--- src/rtl/ex_stage_pkg.sv ---
// Shared definitions for the execute stage: ALU op codes, control bundle, MD FSM states.
package ex_stage_pkg;

  localparam int unsigned DATA_W_DEF    = 32;
  localparam int unsigned MD_CYCLES_DEF = 32;
  localparam int unsigned OP_W          = 6;
  localparam int unsigned REG_W         = 5;

  localparam logic [OP_W-1:0]
    OP_NOP  = 6'd0,  OP_ADD  = 6'd1,  OP_ADDU  = 6'd2,  OP_SUB  = 6'd3,
    OP_SUBU = 6'd4,  OP_AND  = 6'd5,  OP_OR    = 6'd6,  OP_XOR  = 6'd7,
    OP_NOR  = 6'd8,  OP_SLT  = 6'd9,  OP_SLTU  = 6'd10, OP_SLL  = 6'd11,
    OP_SRL  = 6'd12, OP_SRA  = 6'd13, OP_SLLV  = 6'd14, OP_SRLV = 6'd15,
    OP_SRAV = 6'd16, OP_LUI  = 6'd17, OP_BEQ   = 6'd18, OP_BNE  = 6'd19,
    OP_J    = 6'd20, OP_JAL  = 6'd21, OP_JR    = 6'd22, OP_LW   = 6'd23,
    OP_SW   = 6'd24, OP_MULT = 6'd25, OP_MULTU = 6'd26, OP_DIV  = 6'd27,
    OP_DIVU = 6'd28, OP_MFHI = 6'd29, OP_MFLO  = 6'd30;

  typedef enum logic [1:0] {
    MD_IDLE = 2'd0,
    MD_BUSY = 2'd1,
    MD_DONE = 2'd2
  } md_state_e;

  // Decoded control bundle carried through ID/EX; all-zero is a bubble.
  typedef struct packed {
    logic            regwrite;
    logic            memtoreg;
    logic            memwrite;
    logic            branch;
    logic            jump;
    logic            alusrc;
    logic            regdst;
    logic [OP_W-1:0] aluop;
  } ctrl_t;

  function automatic logic is_md_op(input logic [OP_W-1:0] op);
    return (op == OP_MULT) || (op == OP_MULTU) || (op == OP_DIV) || (op == OP_DIVU);
  endfunction

endpackage

--- src/rtl/ex_stage_md_unit.sv ---
// Iterative multiply/divide unit: one shift-add or restoring-subtract step per cycle, owns HI/LO.
module md_unit
  import ex_stage_pkg::*;
#(
  parameter int unsigned DATA_W    = DATA_W_DEF,
  parameter int unsigned MD_CYCLES = MD_CYCLES_DEF
) (
  input  logic              clk,
  input  logic              rst_n,
  input  logic              flush_i,
  input  logic [OP_W-1:0]   op_i,
  input  logic [DATA_W-1:0] rs_i,
  input  logic [DATA_W-1:0] rt_i,
  output logic              stall_c_o,
  output logic              idle_c_o,
  output logic [DATA_W-1:0] hi_o,
  output logic [DATA_W-1:0] lo_o
);

  localparam int unsigned CNT_W = (MD_CYCLES > 1) ? $clog2(MD_CYCLES) : 1;
  localparam int unsigned PW    = 2 * DATA_W;

  md_state_e         state_q, state_d;
  logic [CNT_W-1:0]  cnt_q, cnt_d;
  logic [DATA_W-1:0] r_q, r_d, q_q, q_d, m_q, m_d, a_q, a_d, hi_q, hi_d, lo_q, lo_d;
  logic              is_div_q, is_div_d, neg_res_q, neg_res_d, neg_rem_q, neg_rem_d;
  logic              div0_q, div0_d;

  logic [DATA_W:0]   mul_sum, div_rs;
  logic [DATA_W-1:0] div_dif, step_r, step_q, quo_fix, rem_fix;
  logic              div_ge, sgn, a_neg, b_neg;
  logic [PW-1:0]     prod, prod_fix;

  // One iteration of the selected algorithm on the {r, q} pair.
  always_comb begin
    mul_sum = {1'b0, r_q} + {1'b0, m_q & {DATA_W{q_q[0]}}};
    div_rs  = {r_q, q_q[DATA_W-1]};
    div_ge  = (div_rs >= {1'b0, m_q});
    div_dif = div_rs[DATA_W-1:0] - m_q;
    if (is_div_q) begin
      step_r = div_ge ? div_dif : div_rs[DATA_W-1:0];
      step_q = {q_q[DATA_W-2:0], div_ge};
    end else begin
      step_r = mul_sum[DATA_W:1];
      step_q = {mul_sum[0], q_q[DATA_W-1:1]};
    end
    prod     = {step_r, step_q};
    prod_fix = neg_res_q ? (~prod + PW'(1)) : prod;
    quo_fix  = neg_res_q ? (~step_q + DATA_W'(1)) : step_q;
    rem_fix  = neg_rem_q ? (~step_r + DATA_W'(1)) : step_r;
  end

  // FSM next state, operand capture and HI/LO write-back.
  always_comb begin
    state_d   = state_q;
    cnt_d     = cnt_q;
    r_d       = r_q;
    q_d       = q_q;
    m_d       = m_q;
    a_d       = a_q;
    hi_d      = hi_q;
    lo_d      = lo_q;
    is_div_d  = is_div_q;
    neg_res_d = neg_res_q;
    neg_rem_d = neg_rem_q;
    div0_d    = div0_q;
    stall_c_o = 1'b0;
    sgn       = (op_i == OP_MULT) || (op_i == OP_DIV);
    a_neg     = sgn & rs_i[DATA_W-1];
    b_neg     = sgn & rt_i[DATA_W-1];
    unique case (state_q)
      MD_IDLE: begin
        if (is_md_op(op_i)) begin
          stall_c_o = 1'b1;
          state_d   = MD_BUSY;
          cnt_d     = CNT_W'(MD_CYCLES - 1);
          r_d       = '0;
          q_d       = a_neg ? (~rs_i + DATA_W'(1)) : rs_i;
          m_d       = b_neg ? (~rt_i + DATA_W'(1)) : rt_i;
          a_d       = rs_i;
          is_div_d  = (op_i == OP_DIV) || (op_i == OP_DIVU);
          neg_res_d = a_neg ^ b_neg;
          neg_rem_d = a_neg;
          div0_d    = (rt_i == '0);
        end
      end
      MD_BUSY: begin
        stall_c_o = 1'b1;
        r_d       = step_r;
        q_d       = step_q;
        if (cnt_q == '0) begin
          state_d = MD_DONE;
          if (!is_div_q) begin
            hi_d = prod_fix[PW-1:DATA_W];
            lo_d = prod_fix[DATA_W-1:0];
          end else if (div0_q) begin
            hi_d = a_q;
            lo_d = '1;
          end else begin
            hi_d = rem_fix;
            lo_d = quo_fix;
          end
        end else begin
          cnt_d = cnt_q - CNT_W'(1);
        end
      end
      MD_DONE: state_d = MD_IDLE;
      default: state_d = MD_IDLE;
    endcase
    if (flush_i) state_d = MD_IDLE;
  end

  // State and datapath registers.
  always_ff @(posedge clk or negedge rst_n) begin
    if (!rst_n) begin
      state_q   <= MD_IDLE;
      cnt_q     <= '0;
      r_q       <= '0;
      q_q       <= '0;
      m_q       <= '0;
      a_q       <= '0;
      hi_q      <= '0;
      lo_q      <= '0;
      is_div_q  <= 1'b0;
      neg_res_q <= 1'b0;
      neg_rem_q <= 1'b0;
      div0_q    <= 1'b0;
    end else begin
      state_q   <= state_d;
      cnt_q     <= cnt_d;
      r_q       <= r_d;
      q_q       <= q_d;
      m_q       <= m_d;
      a_q       <= a_d;
      hi_q      <= hi_d;
      lo_q      <= lo_d;
      is_div_q  <= is_div_d;
      neg_res_q <= neg_res_d;
      neg_rem_q <= neg_rem_d;
      div0_q    <= div0_d;
    end
  end

  assign idle_c_o = (state_q == MD_IDLE);
  assign hi_o     = hi_q;
  assign lo_o     = lo_q;

endmodule

--- src/rtl/ex_stage.sv ---
// Execute stage: ID/EX register, ALU, branch/jump targets, and the mult/div unit.
module ex_stage
  import ex_stage_pkg::*;
#(
  parameter int unsigned DATA_W    = DATA_W_DEF,
  parameter int unsigned MD_CYCLES = MD_CYCLES_DEF
) (
  input  logic              CLK,
  input  logic              RESET_n,
  input  logic              FlushE,
  input  logic              RegWriteD,
  input  logic              MemtoRegD,
  input  logic              MemWriteD,
  input  logic              BranchD,
  input  logic              JumpD,
  input  logic              ALUSrcD,
  input  logic              RegDstD,
  input  logic [OP_W-1:0]   ALUopD,
  input  logic [DATA_W-1:0] RD1_in,
  input  logic [DATA_W-1:0] RD2_in,
  input  logic [DATA_W-1:0] SignImm_in,
  input  logic [REG_W-1:0]  shamt_in,
  input  logic [REG_W-1:0]  rt_in,
  input  logic [REG_W-1:0]  rd_in,
  input  logic [DATA_W-1:0] PCPlus4_in,
  input  logic [DATA_W-1:0] JumpAddr_in,
  output logic              RegWriteE,
  output logic              MemtoRegE,
  output logic              MemWriteE,
  output logic              BranchE,
  output logic              JumpE,
  output logic [OP_W-1:0]   ALUopE,
  output logic [DATA_W-1:0] ALUOut_out,
  output logic [DATA_W-1:0] WriteData_out,
  output logic [DATA_W-1:0] PCPlus4_out,
  output logic [DATA_W-1:0] PCBranch_out,
  output logic [REG_W-1:0]  wb_addr_out,
  output logic              StallE
);

  ctrl_t             ctrl_q, ctrl_d;
  logic [DATA_W-1:0] rd1_q, rd1_d, rd2_q, rd2_d, imm_q, imm_d, pc4_q, pc4_d, jaddr_q, jaddr_d;
  logic [REG_W-1:0]  shamt_q, shamt_d, rt_q, rt_d, rd_q, rd_d;

  logic              stall_c, md_idle_c, bubble_c;
  logic [DATA_W-1:0] hi, lo, srcb_c, alu_c;

  md_unit #(.DATA_W(DATA_W), .MD_CYCLES(MD_CYCLES)) u_md (
    .clk       (CLK),
    .rst_n     (RESET_n),
    .flush_i   (FlushE),
    .op_i      (ctrl_q.aluop),
    .rs_i      (rd1_q),
    .rt_i      (rd2_q),
    .stall_c_o (stall_c),
    .idle_c_o  (md_idle_c),
    .hi_o      (hi),
    .lo_o      (lo)
  );

  // ID/EX next value: flush beats stall, stall holds.
  always_comb begin
    ctrl_d  = ctrl_q;
    rd1_d   = rd1_q;
    rd2_d   = rd2_q;
    imm_d   = imm_q;
    pc4_d   = pc4_q;
    jaddr_d = jaddr_q;
    shamt_d = shamt_q;
    rt_d    = rt_q;
    rd_d    = rd_q;
    if (FlushE) begin
      ctrl_d  = '0;
      rd1_d   = '0;
      rd2_d   = '0;
      imm_d   = '0;
      pc4_d   = '0;
      jaddr_d = '0;
      shamt_d = '0;
      rt_d    = '0;
      rd_d    = '0;
    end else if (!stall_c) begin
      ctrl_d.regwrite = RegWriteD;
      ctrl_d.memtoreg = MemtoRegD;
      ctrl_d.memwrite = MemWriteD;
      ctrl_d.branch   = BranchD;
      ctrl_d.jump     = JumpD;
      ctrl_d.alusrc   = ALUSrcD;
      ctrl_d.regdst   = RegDstD;
      ctrl_d.aluop    = ALUopD;
      rd1_d   = RD1_in;
      rd2_d   = RD2_in;
      imm_d   = SignImm_in;
      pc4_d   = PCPlus4_in;
      jaddr_d = JumpAddr_in;
      shamt_d = shamt_in;
      rt_d    = rt_in;
      rd_d    = rd_in;
    end
  end

  // ID/EX pipeline register.
  always_ff @(posedge CLK or negedge RESET_n) begin
    if (!RESET_n) begin
      ctrl_q  <= '0;
      rd1_q   <= '0;
      rd2_q   <= '0;
      imm_q   <= '0;
      pc4_q   <= '0;
      jaddr_q <= '0;
      shamt_q <= '0;
      rt_q    <= '0;
      rd_q    <= '0;
    end else begin
      ctrl_q  <= ctrl_d;
      rd1_q   <= rd1_d;
      rd2_q   <= rd2_d;
      imm_q   <= imm_d;
      pc4_q   <= pc4_d;
      jaddr_q <= jaddr_d;
      shamt_q <= shamt_d;
      rt_q    <= rt_d;
      rd_q    <= rd_d;
    end
  end

  // ALU; shifts operate on rt, branch compares always use rt.
  always_comb begin
    srcb_c = ctrl_q.alusrc ? imm_q : rd2_q;
    alu_c  = '0;
    unique case (ctrl_q.aluop)
      OP_ADD, OP_ADDU, OP_LW, OP_SW: alu_c = rd1_q + srcb_c;
      OP_SUB, OP_SUBU: alu_c = rd1_q - srcb_c;
      OP_AND:  alu_c = rd1_q & srcb_c;
      OP_OR:   alu_c = rd1_q | srcb_c;
      OP_XOR:  alu_c = rd1_q ^ srcb_c;
      OP_NOR:  alu_c = ~(rd1_q | srcb_c);
      OP_SLT:  alu_c = DATA_W'($signed(rd1_q) < $signed(srcb_c));
      OP_SLTU: alu_c = DATA_W'(rd1_q < srcb_c);
      OP_SLL:  alu_c = rd2_q << shamt_q;
      OP_SRL:  alu_c = rd2_q >> shamt_q;
      OP_SRA:  alu_c = DATA_W'($signed(rd2_q) >>> shamt_q);
      OP_SLLV: alu_c = rd2_q << rd1_q[REG_W-1:0];
      OP_SRLV: alu_c = rd2_q >> rd1_q[REG_W-1:0];
      OP_SRAV: alu_c = DATA_W'($signed(rd2_q) >>> rd1_q[REG_W-1:0]);
      OP_LUI:  alu_c = imm_q << 16;
      OP_BEQ:  alu_c = DATA_W'(rd1_q == rd2_q);
      OP_BNE:  alu_c = DATA_W'(rd1_q != rd2_q);
      OP_J, OP_JAL: alu_c = jaddr_q;
      OP_JR:   alu_c = rd1_q;
      OP_MFHI: alu_c = hi;
      OP_MFLO: alu_c = lo;
      default: alu_c = '0;
    endcase
  end

  assign bubble_c = !md_idle_c || is_md_op(ctrl_q.aluop);
  assign StallE   = stall_c;

  // Outputs to MEM; an MD op in flight presents a bubble.
  always_comb begin
    RegWriteE     = 1'b0;
    MemtoRegE     = 1'b0;
    MemWriteE     = 1'b0;
    BranchE       = 1'b0;
    JumpE         = 1'b0;
    ALUopE        = OP_NOP;
    ALUOut_out    = '0;
    WriteData_out = '0;
    PCPlus4_out   = '0;
    PCBranch_out  = '0;
    wb_addr_out   = '0;
    if (!bubble_c) begin
      RegWriteE     = ctrl_q.regwrite;
      MemtoRegE     = ctrl_q.memtoreg;
      MemWriteE     = ctrl_q.memwrite;
      BranchE       = ctrl_q.branch;
      JumpE         = ctrl_q.jump;
      ALUopE        = ctrl_q.aluop;
      ALUOut_out    = alu_c;
      WriteData_out = rd2_q;
      PCPlus4_out   = pc4_q;
      PCBranch_out  = pc4_q + (imm_q << 2);
      wb_addr_out   = (ctrl_q.aluop == OP_JAL) ? REG_W'(31) : (ctrl_q.regdst ? rd_q : rt_q);
    end
  end

endmodule

--- config.mk ---
export PLATFORM = sky130hd
export DESIGN_NAME = ex_stage
export DESIGN_NICKNAME = d
export VERILOG_FILES = /design/src/rtl/ex_stage_pkg.sv /design/src/rtl/ex_stage_md_unit.sv /design/src/rtl/ex_stage.sv
export SDC_FILE = /design/constraint.sdc
export NUM_CORES = 2
export LEC_CHECK = 0
export ABC_AREA = 1
export BUFFER_PORTS_ARGS = -buffer_cell sky130_fd_sc_hd__buf_2
export CORE_ASPECT_RATIO = 1.5
export CORE_MARGIN = 2
export CORE_UTILIZATION = 30
export DETAILED_ROUTE_END_ITERATION = 8
export GPL_TIMING_DRIVEN = 0
export SKIP_CTS_REPAIR_TIMING = 1
export SLEW_MARGIN = 20
export SYNTH_ARGS = -nofsm -noshare
export SYNTH_HDL_FRONTEND = slang
export SYNTH_SLANG_ARGS = --single-unit
export TNS_END_PERCENT = 10
--- constraint.sdc ---
create_clock -name CLK -period 4.91 [get_ports CLK]
set_clock_uncertainty 0.2 [all_clocks]
set_input_delay 1.2275 -clock CLK [delete_from_list [all_inputs] [get_ports CLK]]
set_output_delay 1.2275 -clock CLK [all_outputs]
set_load 0.05 [all_outputs]
======== After elaboration in Yosys (flattened, before gate mapping) ========
Cells that the tools add are included.
operators by class
  multiplexer cells ....................... 58
  equality and inequality tests ........... 38
  shift operators ......................... 6
  reductions and logical operators ........ 19
  $lt $le $gt $ge ......................... 3
  bitwise gates (word level) .............. 13
  add/sub/neg operators ................... 11
operators by type and width
  cell                                            count
  2-to-1 mux 32 bit                               28
  one-hot mux 32 bit (21 select lines)            1
  inverter 32 bit                                 5
  adder 32 x 1 -> 32 bit (second input constant)  4
  one-hot mux 32 bit (2 select lines)             2
  == test 6 x 5 -> 1 bit (second input constant)  15
  adder 32 bit                                    2
  adder 64 x 1 -> 64 bit (second input constant)  1
  AND 32 bit                                      2
  < comparator 32 bit                             2
  2-to-1 mux 64 bit                               1
  inverter 64 bit                                 1
  left shift 32 x 5 -> 32 bit                     2
  right shift 32 x 5 -> 32 bit                    2
  >>> shifter 32 x 5 -> 32 bit                    2
  subtractor 32 bit                               2
  2-to-1 mux 5 bit                                11
  == test 6 x 4 -> 1 bit (second input constant)  8
  adder 32 x 32 -> 33 bit                         1
  greater-or-equal comparator 33 x 32 -> 1 bit    1
  == test 32 bit                                  1
  zero test 32 bit                                1
  inequality test 32 bit                          1
  OR 32 bit                                       1
  27 further kinds                                51
word-level totals
  input port bits ......................... 191
  flip-flop bits (word level) ............. 391
  logic and storage cells ................. 176
  output and inout bits ................... 145

======== Logic depth before layout (Yosys ltp) ========
  word-level depth ........................ 8
  depth in mapped cells ................... 34
  mapped depth without buffers ............ 34

======== By module ========
From an unflattened synthesis, not the netlist that was laid out.
unflattened totals
  cells, all modules ...................... 7,030
  area total of the unflattened synthesis .. 42,129.2 um2
by module, submodules not included
  module    cells each  instances  area each (um2)
  ex_stage  4,014       1          23,297.3
  md_unit   3,016       1          18,831.8

======== Least setup slack after synthesis ========
Ideal clock, no wire load.
  kind .................................... reg-to-output
  start ................................... register ctrl_q[7] in the netlist's numbering
  end ..................................... output ALUOut_out[23]
  arrival ................................. 3.689 ns
  setup slack ............................. -0.207 ns
  cell stages (with the launch flop) ...... 21
  path buffers ............................ 2
  path through ............................ dfrtp_1 > clkbuf_1 > clkbuf_1 > nand2_1 > o21ai_0 > ha_1 > inv_1 > a21oi_1 > o31ai_1 > nor2_1 > o21ai_0 > nand2_1 > nand2_1 > nand2_1 > nand2_1 > nand2_1 > nand2_1 > nand3_1 > nand4_1 > nand3_1 > a31oi_1
between the ends
  longest elaborated chain between the ends .. 5
  elaborated cells on any way between the ends .. 9
RTL lines
  element                                                    RTL line         source
  start: declaration                                         ex_stage.sv:41   ctrl_t ctrl_q, ctrl_d;
  start signal: assignment                                   ex_stage.sv:115  ctrl_q <= ctrl_d;
  2-to-1 mux 32 bit (*)                                      ex_stage.sv:129  srcb_c = ctrl_q.alusrc ? imm_q : rd2_q;
  branches (longest 2 deep; another with subtractor 32 bit)  n/a
  one-hot mux 32 bit (21 select lines) (*)                   ex_stage.sv:131  unique case (ctrl_q.aluop)
  2-to-1 mux 32 bit (*)                                      ex_stage.sv:173  if (!bubble_c) begin
  end: declaration                                           ex_stage.sv:33   output logic [DATA_W-1:0] ALUOut_out,
Every way passes the cells marked *.

======== Worst setup path in the final report ========
  start ................................... register ctrl_q[0] in the netlist's numbering
  end ..................................... output ALUOut_out[8]
between the ends
  longest elaborated chain between the ends .. 6
  elaborated cells on any way between the ends .. 39
RTL lines
  element                                                                       RTL line
  branches (longest 5 deep; another with one-hot mux 32 bit (21 select lines))  n/a
  2-to-1 mux 32 bit (*)                                                         ex_stage.sv:173
Marks and branches as above.

==> results.toml <==
[run_status]
status = "finished with violations"
violations = "setup timing"

[global_route]
grt_use_total_pct = 42.8
grt_max_degree = 91
grt_pass1_vias = 49488
antenna_found_initial = 18
grt_overflow = 0
grt_pass1_wl_mm = 402

[synthesis]
syn-cell-area_mm2 = 0.0399
synthArstFlopShare_pct = 100
synth.yosys.warnings = 0
netlist_instances = 6558
synth_ff_type = "dfrtp_1"
synth_cell_types = 69
ys_seq_elements = 391
synth-edff-count = 0
synth_area_per_cell_um2 = 6.08
syn_nets = 6949
yosysSeqAreaShare_pct = 24.5

[final_layout]
final_nets = 7494
syn_to_final_growth_pct = 27.1
instances_no_fill = 8887
fin_area_mm2 = 0.0507
fin_util_pct = 38.5
final_layout_size_suffix_gt1_share_pct = 19.6

[route]
vias = 51138
drc_errors = 0
routed_wirelength_mm = 301
via_per_inst = 5.75
drt_iter0_drc = 4644
antenna_left = 0
firstDrtPassIters = 7
routedWlPerCell_um = 33.9

[timing]
setup_violations = 112
rsz0062_at_grt = "yes"
max_freq_ghz = 0.164
hold_viol = 0
tns_ns = -48.22
fin_crit_sh_pct = 124
hold_ws_ns = 0.248
period_minus_slack_ns = 6.10
postLayoutSetupSlackWorst_ns = -1.19
tightest_slew_ns = 1.35
slew_violations = 0
relSlewSlack_pct = 8.82

[place]
port-buffer-count = 335
dp.cells = 8642
hpwl_mm = 248
gp_congestion = 1.09
place_area_mm2 = 0.0441

[die]
die_width_um = 302
initial_core_util_pct = 30.3
core_mm2 = 0.132
io_pins = 336
num_rows = 163
dieArea_mm2 = 0.136
die_y_um = 451

[setup_path]
critPathKind = "reg2out"
cp_data_required_time_ns = 3.48
r2r-start = "u_md.r_q[4]"
cp_num_buf_inv = 7
cpMaxStageDelayCell = "dfrtp_2"
crit_cells = 14
slowest_delay_ns = 0.50
crit_family = "buffers and inverters"
timing.rr.end = "u_md.hi_o[8]"
path_max_fanout = 10
critPathArrivalTime_ns = 4.67
endpoint = "ALUOut_out[8]"
crit_path_cell_trace = "clkinvlp_4 -> nor2_4 -> buf_12 -> clkinvlp_4 -> buf_4 -> o21ai_2 -> inv_1 -> nor2_2 -> clkbuf_4 -> o21ai_0 -> o21ai_0 -> a211oi_2 -> a41oi_2 -> clkbuf_4"
reg2reg_depth = 27
r2r_slack_ns = -0.46
cp-start-kind = "flip-flop"
crit_path_start = "ctrl_q[0]"
cp-end-kind = "primary output"

[clock_network]
clockBufferDepth = 3
cts_sinks = 391
cts_made_buffers = 48
cts_tree = "yes"
cts-root-buf = "clkbuf_16"
h-tree-depth = 2
path_clk_slew_ns = 0.07
insertion_delay_ns = 0.71

[pwr]
p_per_area_mw_per_mm2 = 524
ir_worst_vdd_mv = 0.412
power.leakage_nw = 24.3

[run]
cap_violations = 0

[min_path]
worstHoldPathType = "in2async"
-- kinds of logic (layout without fill, tap and decap cells) --
family          after synthesis  count (layout)  share of synthesized area (%)
simple gates               3133            3133                           33.2
compound gates             1508            1508                           21.5
buf+inv                    1201            1786                           11.7
flops                       391             391                           24.5
fa+ha+maj                   200             200                           6.37
xor+xnor                    106             106                           2.33
mux                          19              19                          0.477
other cells                   0              12                              0
-- per-stage QoR --
step	power, mW	setup WS [ns]
floorplan	14.0	-0.141
global placement	20.9	-6.07
detailed placement	20.9	-2.28
CTS	24.9	-3.02
global route	27.7	-1.14
finish	26.6	-1.19
-- placed cells by master (no fill, tap or decap), drive strengths merged, types with 34 or more instances in the layout --
master and count:
a21oi 327, a31oi 37, buf 622, clkbuf 281, clkinvlp 39, dfrtp 391, ha 195, inv 826
nand2 1720, nand3 586, nand4 83, nor2 610, nor3 71, o211ai 45, o21ai 824, o221ai 34
o22ai 66, xnor2 34, xor2 72
-- routing by layer --
layer | up-vias | global-route usage [%] | wire length (um)
met3 | 1014 | 7.08 | 18900
li1 | 22850 | - | -
met4 | 12 | 43.9 | 38900
met2 | 2557 | 72.0 | 141000
met1 | 24705 | 43.5 | 102000
met5 | - | 0 | 78
-- worst min path at each step --
stage / from / to / slack, ns / cells past startpoint
after CTS: RESET_n / u_md.cnt_q[1] / 0.26 / 1
after floorplan: u_md.cnt_q[0] / u_md.cnt_q[0] / 0.24 / 1
after global placement: u_md.cnt_q[0] / u_md.cnt_q[0] / 0.25 / 1
after detailed placement: u_md.cnt_q[0] / u_md.cnt_q[0] / 0.26 / 1
after global routing: RESET_n / u_md.cnt_q[1] / 0.28 / 1
final: RESET_n / u_md.cnt_q[1] / 0.25 / 1
-- power by group --
group	switching, mW	total, mW	internal, mW
clock network	1.82	4.03	2.21
registers	0.827	4.55	3.73
logic	13.3	18.0	4.72
-- state kept, by name, indices dropped and copies added (netlist names), 2 cells and up --
signal,flops
jaddr_q,32
shamt_q,5
ctrl_q,13
u_md.state_q,2
pc4_q,32
u_md.r_q,32
u_md.lo_o,32
u_md.a_q,32
u_md.m_q,32
rd2_q,32
u_md.hi_o,32
u_md.cnt_q,5
rd1_q,32
u_md.q_q,32
rt_q,5
imm_q,32
rd_q,5
-- synth_stat cells (13+ instances only) --
cell type  count  area share, %
o22ai_1       66            1.0
nor3_1        71           0.89
ha_1         195            6.1
o21a_1        16           0.30
nor4_1        23           0.36
mux2i_1       19           0.48
nand3b_1      13           0.24
o21ai_1       28           0.35
nand3_2       14           0.35
xor2_1        72            1.6
nand3_1      572            7.2
clkinv_1      15           0.14
nand2_1     1699             16
o21ai_0      785            9.8
inv_2         13           0.12
buf_2         33           0.41
a2111oi_0     13           0.29
nand4_1       82            1.3
nor2_1       586            5.5
or2_2         21           0.33
o221ai_1      34           0.75
a31oi_1       37           0.58
dfrtp_1      391             25
a221oi_1      31           0.68
buf_1         26           0.24
o211ai_1      45           0.85
clkbuf_1     271            2.6
o2111ai_1     23           0.50
inv_1        828            7.8
a21oi_1      327            4.1
nor2_2        18           0.28
xnor2_1       34           0.75
nand2_2       18           0.28
-- area by class of cell --
| type | count | area, um^2 |
|---|---|---|
| Timing Repair Buffer | 534 | 3630 |
| Inverter | 856 | 3350 |
| Buffer | 306 | 1640 |
| Sequential cell | 391 | 9860 |
| Tap cell | 1732 | 2170 |
| Clock inverter | 27 | 383 |
| Fill cell | 14908 | 81100 |
| Multi-Input combinational cell | 4966 | 28300 |
| Clock buffer | 63 | 1330 |
| Antenna cell | 12 | 30.0 |
(Power assumes the default switching activity.)
